--- config.mk ---
export PLATFORM = sky130hd
export DESIGN_NAME = core_exu_lsu
export DESIGN_NICKNAME = d
export VERILOG_FILES = /design/src/rtl/core_exu_lsu_pkg.sv /design/src/rtl/core_lsu_align.sv /design/src/rtl/core_exu_lsu.sv
export SDC_FILE = /design/constraint.sdc
export NUM_CORES = 1
export LEC_CHECK = 0
export CORE_ASPECT_RATIO = 0.75
export CORE_MARGIN = 2
export CORE_UTILIZATION = 35
export DETAILED_ROUTE_END_ITERATION = 8
export GPL_ROUTABILITY_DRIVEN = 0
export GPL_TIMING_DRIVEN = 1
export PLACE_DENSITY = 0.77
export SLEW_MARGIN = 10
export SYNTH_ARGS = -nofsm -noshare
export SYNTH_HDL_FRONTEND = slang
export SYNTH_SLANG_ARGS = --single-unit
--- constraint.sdc ---
create_clock -name i_clk -period 2.55 [get_ports i_clk]
set_input_delay 0.51 -clock i_clk [delete_from_list [all_inputs] [get_ports i_clk]]
set_output_delay 0.51 -clock i_clk [all_outputs]
set_load 0.02 [all_outputs]
--- src/rtl/core_exu_lsu_pkg.sv ---
// Shared LSU definitions: instruction-bus bit positions, exception cause codes
// and the alignment predicate used when CORE_LSU_MISALIGN_TRAP_EN is defined.
package core_exu_lsu_pkg;

    localparam int CORE_LSU_INST_LOAD  = 0;
    localparam int CORE_LSU_INST_STORE = 1;
    localparam int CORE_LSU_INST_B     = 2;
    localparam int CORE_LSU_INST_H     = 3;
    localparam int CORE_LSU_INST_W     = 4;
    localparam int CORE_LSU_INST_LU    = 5;
    localparam int CORE_LSU_INST_WIDTH = 6;

    localparam int CORE_RFIDX_WIDTH = 5;

    localparam logic [1:0] CORE_EXC_LD_MISALIGN = 2'b01;
    localparam logic [1:0] CORE_EXC_ST_MISALIGN = 2'b10;
    localparam logic [1:0] CORE_EXC_BUS_ERR     = 2'b11;

    // Byte accesses are always aligned; halfwords need a[0]=0, words a[1:0]=0.
    function automatic logic lsu_misaligned(input logic [CORE_LSU_INST_WIDTH-1:0] inst,
                                            input logic [1:0]                     a);
        return (inst[CORE_LSU_INST_H] & a[0]) | (inst[CORE_LSU_INST_W] & (a != 2'b00));
    endfunction

endpackage

--- src/rtl/core_lsu_align.sv ---
// Combinational lane steering: store strobe/data replication and load extract
// with sign or zero extension. Halfword/word offsets are aligned down.
module core_lsu_align #(
    parameter int XLEN = 32
) (
    input  logic            i_store,
    input  logic            i_b,
    input  logic            i_h,
    input  logic            i_w,
    input  logic            i_lu,
    input  logic [1:0]      i_addr_lo,
    input  logic [XLEN-1:0] i_wdata,
    input  logic [XLEN-1:0] i_rdata,
    output logic [3:0]      o_wstrb,
    output logic [XLEN-1:0] o_wdata,
    output logic [XLEN-1:0] o_rdata
);

    logic [4:0]      w_shamt;
    logic [XLEN-1:0] w_shifted;

    function automatic logic [XLEN-1:0] ext8(input logic signed [7:0] v, input logic u);
        return u ? {{(XLEN-8){1'b0}}, v} : {{(XLEN-8){v[7]}}, v};
    endfunction

    function automatic logic [XLEN-1:0] ext16(input logic signed [15:0] v, input logic u);
        return u ? {{(XLEN-16){1'b0}}, v} : {{(XLEN-16){v[15]}}, v};
    endfunction

    always_comb begin
        w_shamt = 5'd0;
        if (i_b)      w_shamt = {i_addr_lo, 3'b000};
        else if (i_h) w_shamt = {i_addr_lo[1], 4'b0000};
    end

    assign w_shifted = i_rdata >> w_shamt;

    always_comb begin
        o_rdata = w_shifted;
        if (i_b)      o_rdata = ext8(w_shifted[7:0], i_lu);
        else if (i_h) o_rdata = ext16(w_shifted[15:0], i_lu);
    end

    // Loads never assert a strobe; the data lanes are don't-care for them.
    always_comb begin
        o_wstrb = 4'b0000;
        o_wdata = i_wdata;
        if (i_b) begin
            o_wdata = {4{i_wdata[7:0]}};
            if (i_store) o_wstrb = 4'b0001 << i_addr_lo;
        end else if (i_h) begin
            o_wdata = {2{i_wdata[15:0]}};
            if (i_store) o_wstrb = 4'b0011 << {i_addr_lo[1], 1'b0};
        end else if (i_w & i_store) begin
            o_wstrb = 4'hF;
        end
    end

endmodule

--- src/rtl/core_exu_lsu.sv ---
// Single-outstanding load/store unit between EX and the data-memory port.
// Optional alignment trap at accept: define CORE_LSU_MISALIGN_TRAP_EN.
module core_exu_lsu
    import core_exu_lsu_pkg::*;
#(
    parameter int XLEN = 32
) (
    input  logic                           i_clk,
    input  logic                           i_rst_n,
    input  logic                           i_valid,
    output logic                           o_ready,
    input  logic [CORE_LSU_INST_WIDTH-1:0] i_lsu_inst,
    input  logic [XLEN-1:0]                i_addr,
    input  logic [XLEN-1:0]                i_wdata,
    input  logic [CORE_RFIDX_WIDTH-1:0]    i_rd_idx,
    output logic                           o_mem_req_valid,
    input  logic                           i_mem_req_ready,
    output logic [XLEN-1:0]                o_mem_addr,
    output logic                           o_mem_we,
    output logic [3:0]                     o_mem_wstrb,
    output logic [XLEN-1:0]                o_mem_wdata,
    input  logic                           i_mem_rsp_valid,
    input  logic [XLEN-1:0]                i_mem_rdata,
    input  logic                           i_mem_rsp_err,
    output logic                           o_wb_valid,
    input  logic                           i_wb_ready,
    output logic [CORE_RFIDX_WIDTH-1:0]    o_wb_rd_idx,
    output logic [XLEN-1:0]                o_wb_data,
    output logic                           o_st_done,
    output logic                           o_exc_valid,
    output logic [1:0]                     o_exc_cause,
    output logic [XLEN-1:0]                o_exc_addr
);

    localparam logic [1:0] S_IDLE = 2'd0;
    localparam logic [1:0] S_REQ  = 2'd1;
    localparam logic [1:0] S_RSP  = 2'd2;
    localparam logic [1:0] S_WB   = 2'd3;

    logic [1:0]                     r_state;
    logic [1:0]                     w_next;
    logic [CORE_LSU_INST_WIDTH-1:0] r_inst;
    logic [XLEN-1:0]                r_addr;
    logic [XLEN-1:0]                r_wdata;
    logic [XLEN-1:0]                r_wb_data;
    logic [CORE_RFIDX_WIDTH-1:0]    r_rd;
    logic                           r_mis_pend;
    logic [1:0]                     r_mis_cause;
    logic                           w_accept;
    logic                           w_mis;
    logic                           w_rsp;
    logic [XLEN-1:0]                w_ld_data;

    // Requests with LOAD and STORE both or neither set are consumed but ignored.
    assign w_accept = (r_state == S_IDLE) & i_valid
                    & (i_lsu_inst[CORE_LSU_INST_LOAD] ^ i_lsu_inst[CORE_LSU_INST_STORE]);
    assign w_rsp    = (r_state == S_RSP) & i_mem_rsp_valid;

`ifdef CORE_LSU_MISALIGN_TRAP_EN
    assign w_mis = lsu_misaligned(i_lsu_inst, i_addr[1:0]);
`else
    assign w_mis = 1'b0;
`endif

    always_ff @(posedge i_clk or negedge i_rst_n) begin
        if (!i_rst_n) r_state <= S_IDLE;
        else          r_state <= w_next;
    end

    always_comb begin
        w_next = r_state;
        case (r_state)
            S_IDLE:  if (w_accept & ~w_mis) w_next = S_REQ;
            S_REQ:   if (i_mem_req_ready) w_next = S_RSP;
            S_RSP:   if (i_mem_rsp_valid)
                         w_next = (~i_mem_rsp_err & r_inst[CORE_LSU_INST_LOAD]) ? S_WB : S_IDLE;
            S_WB:    if (i_wb_ready) w_next = S_IDLE;
            default: w_next = S_IDLE;
        endcase
    end

    always_ff @(posedge i_clk or negedge i_rst_n) begin
        if (!i_rst_n) begin
            r_inst      <= '0;
            r_addr      <= '0;
            r_wdata     <= '0;
            r_rd        <= '0;
            r_wb_data   <= '0;
            r_mis_pend  <= 1'b0;
            r_mis_cause <= 2'b00;
        end else begin
            if (w_accept) begin
                r_inst      <= i_lsu_inst;
                r_addr      <= i_addr;
                r_wdata     <= i_wdata;
                r_rd        <= i_rd_idx;
                r_mis_cause <= i_lsu_inst[CORE_LSU_INST_LOAD] ? CORE_EXC_LD_MISALIGN
                                                              : CORE_EXC_ST_MISALIGN;
            end
            r_mis_pend <= w_accept & w_mis;
            if (w_rsp & ~i_mem_rsp_err & r_inst[CORE_LSU_INST_LOAD]) r_wb_data <= w_ld_data;
        end
    end

    // Completion pulses come straight from the response so they last one cycle.
    always_comb begin
        o_ready         = (r_state == S_IDLE);
        o_mem_req_valid = (r_state == S_REQ);
        o_wb_valid      = (r_state == S_WB);
        o_st_done       = w_rsp & ~i_mem_rsp_err & r_inst[CORE_LSU_INST_STORE];
        o_exc_valid     = r_mis_pend | (w_rsp & i_mem_rsp_err);
        o_exc_cause     = 2'b00;
        if (w_rsp & i_mem_rsp_err) o_exc_cause = CORE_EXC_BUS_ERR;
        else if (r_mis_pend)       o_exc_cause = r_mis_cause;
    end

    assign o_mem_addr  = {r_addr[XLEN-1:2], 2'b00};
    assign o_mem_we    = r_inst[CORE_LSU_INST_STORE];
    assign o_exc_addr  = r_addr;
    assign o_wb_rd_idx = r_rd;
    assign o_wb_data   = r_wb_data;

    core_lsu_align #(.XLEN(XLEN)) u_align (
        .i_store   (r_inst[CORE_LSU_INST_STORE]),
        .i_b       (r_inst[CORE_LSU_INST_B]),
        .i_h       (r_inst[CORE_LSU_INST_H]),
        .i_w       (r_inst[CORE_LSU_INST_W]),
        .i_lu      (r_inst[CORE_LSU_INST_LU]),
        .i_addr_lo (r_addr[1:0]),
        .i_wdata   (r_wdata),
        .i_rdata   (i_mem_rdata),
        .o_wstrb   (o_mem_wstrb),
        .o_wdata   (o_mem_wdata),
        .o_rdata   (w_ld_data)
    );

endmodule

; Yosys cells after proc, flatten, opt, wreduce, memory -nomap -nowiden
; Cells that the tools add are included.
[classes]
addsub = 0
n_mul = 0
n_div = 0
n_lt_le_gt_ge = 0
eq_ne = 7
shifts = 3
mux = 20
bitwise_logic = 11
n_reduce_logical = 2
[op_table]
columns = operator, n
row1 = 32-bit 2-to-1 mux, 6
row2 = 32-bit by 5-bit >> shifter with 32-bit output, 1
row3 = 4-bit 2-to-1 mux, 5
row4 = 2-bit 2-to-1 mux, 6
row5 = 5-bit 2-to-1 mux, 2
row6 = 1-bit AND, 9
row7 = 2-bit one-hot mux with 4 select lines, 1
row8 = 2-bit by 1-bit inequality test with 1-bit output (second input constant), 3
row9 = 2-bit equality test (second input constant), 2
row10 = 4-bit AND reduction, 1
row11 = 1-bit by 2-bit left shift with 4-bit output (first input constant), 1
row12 = 2-bit by 2-bit left shift with 4-bit output (first input constant), 1
row13 = 2-bit by 1-bit equality test with 1-bit output (second input constant), 1
row14 = 2-bit logical NOT, 1
row15 = 2-bit inequality test (second input constant), 1
row16 = 1-bit NOT, 1
row17 = 1-bit XOR, 1
[word_totals]
ff_bits = 109
latchBits = 0
ram_bits = 0
mem_bits_ro = 0
input_bits = 114
out_inout_bits = 145
wordCells = 49
n_memories = 0

; Logic depth before layout (Yosys ltp)
; Gate-level depths: netlist of run 1.
[logic_depth]
depth_word = 6
ltp_mapped = 7
depth_no_buf = 4

; By module
; A second synthesis of run 1 with hierarchy kept.
[unflattened]
hier_cells = 454
hier_area_um2 = 5855.6
[modules_own_cells]
columns = mod, instances, cells_each, area_each_um2, seq_area_each_um2
row1 = core_exu_lsu, 1, 292, 4700.8, 2727.6
row2 = core_lsu_align, 1, 162, 1154.9, 0.0

; Worst setup path after synthesis of run 1
; No wires, ideal clock.
[synth_path]
path_type = register -> output
startpoint = register r_inst[3]
endpoint = output o_mem_wdata[24]
arrival_ns = 1.509
required_time_ns = 2.040
setup_slack_ns = 0.531
path_stages_with_launch = 5
cell_sequence = dfrtp_1 > clkbuf_1 > buf_2 > mux2i_1 > o21ai_0
[synth_between]
elab_chain_cells = 2
[synth_rtl]
columns = item, line_no
row1 = from (decl), core_exu_lsu.sv:42  ; logic [CORE_LSU_INST_WIDTH-1:0] r_inst;
row2 = from (signal assigned), core_exu_lsu.sv:93  ; r_inst <= i_lsu_inst;
row3 = 32-bit 2-to-1 mux, core_lsu_align.sv:51  ; end else if (i_h) begin
row4 = 32-bit 2-to-1 mux, core_lsu_align.sv:48  ; if (i_b) begin
row5 = to (decl), core_exu_lsu.sv:21  ; output logic [XLEN-1:0] o_mem_wdata,
; Every way passes these cells.

; Worst setup path in the final report of run 1
[layout_path]
startpoint = register r_inst[2]
endpoint = output o_mem_wstrb[1]
[layout_between]
elab_chain_cells = 1
[layout_rtl]
columns = item, line_no
row1 = 4-bit 2-to-1 mux, core_lsu_align.sv:48
row2 = to (decl), core_exu_lsu.sv:20  ; output logic [3:0] o_mem_wstrb,
; Every way passes these cells.

==> results of run 1 <==
-- cell families (layout without fill, tap and decap cells) --
kind of cell	count (synthesis)	count (layout)	share of synthesized area, %
flops	109	109	48.3
simple gates	109	109	8.99
mux	107	107	23.2
compound gates	100	100	9.86
buf+inv	81	299	9.44
other cells	1	2	0.0664
xor+xnor	1	1	0.155
-- metrics by stage --
step | power, W | worst slack [ns] | cells
after detailed placement | 0.0107 | 0.0277 | 921
after global routing | 0.0127 | 0.00535 | 937
after floorplan | 0.00765 | 0.531 | 509
after CTS | 0.0121 | 0.0137 | 937
after global placement | 0.0106 | 0.108 | 921
final | 0.0120 | 0.0956 | 937
-- cell usage after synthesis (all sizes together) (3+ instances only) --
cell / number
dfrtp: 109
a21boi: 3
nor2b: 5
mux4: 9
nor2: 29
buf: 61
mux2i: 8
o21ai: 37
mux2: 90
a21o: 8
clkbuf: 11
inv: 9
o21a: 4
nand2b: 20
nand2: 46
a21oi: 45
-- power groups by stage --
stage                     registers [W]  logic [W]  clock network (W)
after floorplan                 0.00383    0.00382                  0
after global placement          0.00327    0.00731                  0
after detailed placement        0.00330    0.00740                  0
after CTS                       0.00328    0.00734            0.00152
after global routing            0.00339    0.00776            0.00159
final                           0.00327    0.00726            0.00146
-- repair_timing --
item                                    in CTS  in global routing
resized for setup                           10                  6
endpoints found under the setup margin      10                  9
hold buffers                                 0                  0
-- cell usage in the layout, fill, tap and decap left out, drive strengths merged, types with 2 or more instances in the layout --
cell and count:
nor3b 2, and2 2, nand2 46, clkdlybuf4s50 240, mux4 9, a21boi 3
clkbuf 10, dlymetal6s2s 5, dfrtp 109, mux2i 8, o21ai 37, o21a 4
conb 2, nor2 29, dlygate4sd2 10, nand3 2, buf 19, a21oi 45
clkinv 2, inv 11, nand2b 20, mux2 90, a21o 8, nor2b 5
-- path summary, 6_finish.rpt --
path,startpoint,endpoint,slack (ns),depth (start not counted)
setup / recovery,r_inst[2],o_mem_wstrb[1],0.1,4
hold / removal,i_rst_n,o_wb_data[10],0.07,1
setup reg to reg,r_inst[2],o_wb_data[10],0.58,7
hold reg to reg,r_wdata[18],r_wdata[18],0.51,1
max in group asynchronous,i_rst_n,r_inst[2],1.84,2
min in group i_clk,r_wdata[18],r_wdata[18],0.51,1
-- flip-flops by register name (all words and copies together) (netlist names) --
signal       count
r_state          2
r_inst           6
o_wb_data       32
r_wdata         32
o_wb_rd_idx      5
o_exc_addr      32
-- per-layer routing --
| layer | vias up | part of all wire, % |
|---|---|---|
| met2 | 220 | 49 |
| met1 | 2206 | 39 |
| met3 | 11 | 11 |
| met4 | 0 | 0.92 |
| li1 | 2147 | - |
| met5 | - | 0 |
-- cell type report --
class / count / area [um^2]
clock buffers: 10 / 239
clock inverters: 6 / 68.8
fillers: 1407 / 7440
inverters: 9 / 33.8
multi-input cells: 319 / 2400
flip-flops and latches: 109 / 2730
well taps: 210 / 263
repair buffers: 274 / 2750
-- worst max-delay path, stage by stage (launching register included) --
cell and delay (ns):
dfrtp_2 0.42, buf_4 0.20, a21oi_1 0.20, o21a_1 0.16, clkdlybuf4s50_1 0.62
==> run summary, run 1 <==
Run status = completed
Max cap viols = 0
Worst slew pin tran = 0.667 ns
Final setup viols = 0
Startpoint Class = flop
Die Wd = 151 um
Wirelength per Cell = 17.5 um
Initial detailed-routing violation count = 176
Max VDD drop = 0.000760 V
Die footprint = 17200 um^2
Global Route Usage Sum = 19.1%
Layout cells sized above 1 = 19.3%
Minimum clock period after layout = 2.45 ns
CTS tree = done
Vias = 4584
Library cells used by synthesis = 37
Area delta synth->final = 50.1%
Pwr dens = 1410 nW/um^2
Hold WS = 0.0701 ns
GRT Residual Overflow = 0
Final Hold Viols = 0
Post-route DRC violation count = 0
Sw Share = 41.0%
EDFF count, synth = 0
CP Max Fanout = 17
Area fraction of the dominant cell type after synthesis = 48.3%
FFs w/ async S/R, synth = 100%
# rows = 40
Clock slew at reported path FFs = 0.07 ns
Final WL = 16400 um
Max-slew headroom = 55.5%
Register area share after synthesis = 48.3%
Clk sinks = 109
Worst-skew pair later-pin latency = 0.35 ns
Cell Area, Placed = 8170 um^2
Synth warn = 0
Yosys top cell by area = dfrtp_1
CTS Buf Count = 9
Met1 Track Usage GR = 22.7%
Max Slew Vio Count = 0
Sequential share of power = 27.3%
Skew final = 0.00812 ns
Global-route wire length before repair = 25200 um
RSZ-0062 raised after global routing = false
Vias in the first global route = 4670
Diode count = 0
H-tree levels = 3
Maximum clock path buffer count = 2
Post-CTS setup buffer count = 0
Maximum clock rate = 0.407 GHz
Critical path arrival = 1.94 ns
Syn Area/Cell = 11.1 um^2
Io pins = 259
Post-synth top flop = dfrtp_1
Synth Instances = 508
Met2 GRT Util = 33.0%
Sw Pwr = 0.00492 W
Initial antenna violation count = 0
Internal Power = 0.00707 W
Top cells by area, synth = dfrtp_1 (48%), mux2_2 (18%), buf_4 (5.6%), a21oi_1 (4.0%), o21ai_0 (3.0%)
Buffers on Ports = 256
Leak = 3.65 nW
CP required = 2.04 ns
Setup TNS = 0 ns
Post-DP HPWL = 12200 um
Yosys reg bits = 109
ANT nets after route = 0
Crit Path Category = reg2out
DRT Pass-1 Iters = 4
Fin crit share = 96.3%
CP endpoint kind = primary output
Root buffer cell = clkbuf_16
Clk pwr share = 12.2%
Die Span Y = 114 um
Most used routing layer = met2
Met3 Use GR = 7.36%
Core area = 15900 um^2
Post-Syn Area = 5650 um^2
Via/cell ratio = 4.89
Fin area = 8480 um^2
HP Class = in2async
Final Core Density = 53.3%
Combinational power share = 60.6%
Starting Density = 35.5%
Largest net degree at the start of global routing = 55
Nets = 836
Power figures use the tool's default switching activity.
==> run 2, diff against run 1 <==
--- a/config.mk
+++ b/config.mk
@@ -11,7 +11,8 @@
 export DETAILED_ROUTE_END_ITERATION = 8
 export GPL_ROUTABILITY_DRIVEN = 0
 export GPL_TIMING_DRIVEN = 1
-export PLACE_DENSITY = 0.77
+export PLACE_DENSITY = 0.79
+export REMOVE_ABC_BUFFERS = 1
 export SLEW_MARGIN = 10
 export SYNTH_ARGS = -nofsm -noshare
 export SYNTH_HDL_FRONTEND = slang
==> constraint.sdc (replaced) <==
create_clock -name i_clk -period 2.05 [get_ports i_clk]
set_input_delay 0.41 -clock i_clk [delete_from_list [all_inputs] [get_ports i_clk]]
set_output_delay 0.41 -clock i_clk [all_outputs]
set_load 0.02 [all_outputs]
==> run 2 against run 1 <==
The flow now finishes with violations (setup timing). Via count unchanged. Global-route usage down 1.1 points. Register-to-register slack got worse by 0.49 ns. Die area unchanged. Non-clock buffer count up 24. Critical path depth up 2. Total power is 26% higher. Critical endpoint is now o_mem_wdata[20]. Worst hold slack improved by 0.035 ns. Clock-buffer cell count is 1 lower. Cell area grew 2.1%.
==> run summary, run 2 (synthesis gave the netlist of run 1 again) <==
Run status = finished with violations
Failing checks = setup timing
Reg area = 2730 um^2 (unchanged)
Area of the multi-input gates = 2430 um^2 (+1.5%)
Io pins = 259 (unchanged)
Post-DP HPWL = 11600 um (-5.1%)
Root buffer cell = clkbuf_16
Fin crit share = 100%
Sequential share of power = 26.8% (-0.5 points)
Filler instances = 1420 (+0.92%)
Clk sinks = 109 (unchanged)
Global Route Usage Sum = 18.0% (-1.1 points)
Die Wd = 151 um (unchanged)
Commonest non-fill, non-tap cell in the layout = clkdlybuf4s50_1
Via/cell ratio = 4.78 (-2.4%)
Area delta synth->final = 53.2%
H-tree levels = 3 (unchanged)
Wirelength per Cell = 16.2 um (-7.4%)
Worst slew pin tran = 0.622 ns (-0.0458 ns)
Final Hold Viols = 0 (unchanged)
CP endpoint kind = primary output
Leak = 3.75 nW (+2.6%)
Die Span Y = 114 um (unchanged)
Worst R2R Start = r_inst[3]
Crit Path Category = reg2out
Initial antenna violation count = 0 (unchanged)
Worst-skew pair later-pin latency = 0.35 ns (about the same)
DRT Pass-1 Iters = 4 (unchanged)
GRT Residual Overflow = 0 (unchanged)
Die footprint = 17200 um^2 (unchanged)
Power after layout = 0.0151 W (+26%)
Maximum clock rate = 0.487 GHz
Diode count = 0 (unchanged)
Crit path launch = r_inst[3]
Starting Density = 35.5% (unchanged)
Clock slew at reported path FFs = 0.07 ns (about the same)
Combinational power share = 62.0% (+1.4 points)
Maximum clock path buffer count = 2 (unchanged)
# rows = 40 (unchanged)
Internal Power = 0.00887 W (+25%)
Post-route setup slack = -0.00478 ns (-0.100 ns)
CP required = 1.64 ns (-0.40 ns)
Fin area = 8650 um^2 (+2.1%)
CTS tree = done
Max cap viols = 0 (unchanged)
ANT nets after route = 0 (unchanged)
Initial detailed-routing violation count = 139 (-21%)
Max-slew headroom = 58.6% (+3.1 points)
Max VDD drop = 0.000998 V (+31%)
Sw Share = 41.3% (+0.31 points)
Pwr dens = 1750 nW/um^2 (+24%)
Final WL = 15500 um (-5.2%)
Nets = 860 (+2.9%)
Skew final = 0.00501 ns (-0.00311 ns)
Critical path arrival = 1.64 ns (-0.30 ns)
Global-route wire length before repair = 24100 um (-4.1%)
CTS Buf Count = 9 (unchanged)
Vias in the first global route = 4696 (+0.56%)
Buffers on Ports = 256 (unchanged)
Core area = 15900 um^2 (unchanged)
Minimum clock period after layout = 2.05 ns
Most frequent cells in the layout = clkdlybuf4s50_1 (222), dfrtp_1 (107), mux2_2 (86)
Largest net degree at the start of global routing = 110 (+100%)
RSZ-0062 raised after global routing = true
Max Slew Vio Count = 0 (unchanged)
Hold-fix buffers, CTS = 0 (unchanged)
Clk pwr share = 11.2% (-1.0 points)
Post-route DRC violation count = 0 (unchanged)
Startpoint Class = flop
HP Class = in2async
Sw Pwr = 0.00625 W (+27%)
Layout cells sized above 1 = 24.9% (+5.7 points)
CP Max Fanout = 5 (-12)
Vias = 4584 (unchanged)
Final setup viols = 1 (+1)
Cell Area, Placed = 8360 um^2 (+2.3%)
## run 2: final timing paths
check                      depth (start not counted)               to  slack, ns
max                                                6  o_mem_wdata[20]     -0.005
min                                                2     o_wb_data[4]       0.10
max reg2reg                                        6     o_wb_data[5]       0.09
min reg2reg                                        1      r_wdata[25]       0.51
max in group asynchronous                          2    o_wb_data[30]       1.44
min in group i_clk                                 1      r_wdata[25]       0.51
## run 2: power groups by stage
stage	registers, W	logic, W	clock network, W
2_1_floorplan	0.00547	0.00333	0
3_3_place_gp	0.00403	0.00941	0
3_5_place_dp	0.00409	0.00950	0
4_1_cts	0.00407	0.00928	0.00178
5_1_grt	0.00422	0.0100	0.00185
6_report	0.00405	0.00937	0.00170
## run 2: routing by layer
metal  routed length, um  track usage, %  vias to the layer above  part of all wire (%)
met4                 187            4.80                        0                   1.2
met5                   0               0                        -                     0
met1                6530            21.5                     2236                    42
li1                    -               -                     2173                     -
met3                1210            5.92                       16                   7.8
met2                7590            31.2                      159                    49
## run 2: cell type report
class / instances / share of cell area (%)
timing repair buffer: 298 / 33.7
sequential: 109 / 31.6
clock buffer: 9 / 2.60
multi-input combinational: 319 / 28.1
clock inverter: 6 / 0.607
inverter: 9 / 0.390
tap: 210 / 3.04
## run 2: what timing repair did
action | CTS | global route
setup buffers | 1 | 3
hold endpoints to repair | 0 | 0
resized for setup | 110 | 24
setup endpoints to repair | 34 | 28
pin swaps | 2 | 3
## run 2: critical path, cell delays in order, from the launching register on
cell and delay, ns:
dfrtp_1 0.40, buf_6 0.14, nor2_4 0.10, buf_6 0.14, buf_6 0.09, mux2_4 0.29, buf_6 0.13
## run 2: through the flow
| stage | utilization, % | hold slack, ns | setup TNS, ns | setup slack, ns | cells |
|---|---|---|---|---|---|
| after floorplan | - | 0.114 | -94.33 | -0.987 | 437 |
| after global placement | 52.5 | 0.486 | -0.643 | -0.172 | 941 |
| after detailed placement | 52.5 | 0.489 | -0.949 | -0.202 | 941 |
| after CTS | 54.0 | 0.150 | -0.105 | -0.0460 | 957 |
| after global routing | 54.4 | 0.173 | -0.163 | -0.0661 | 960 |
| final | 54.4 | 0.105 | -0.00478 | -0.00478 | 960 |
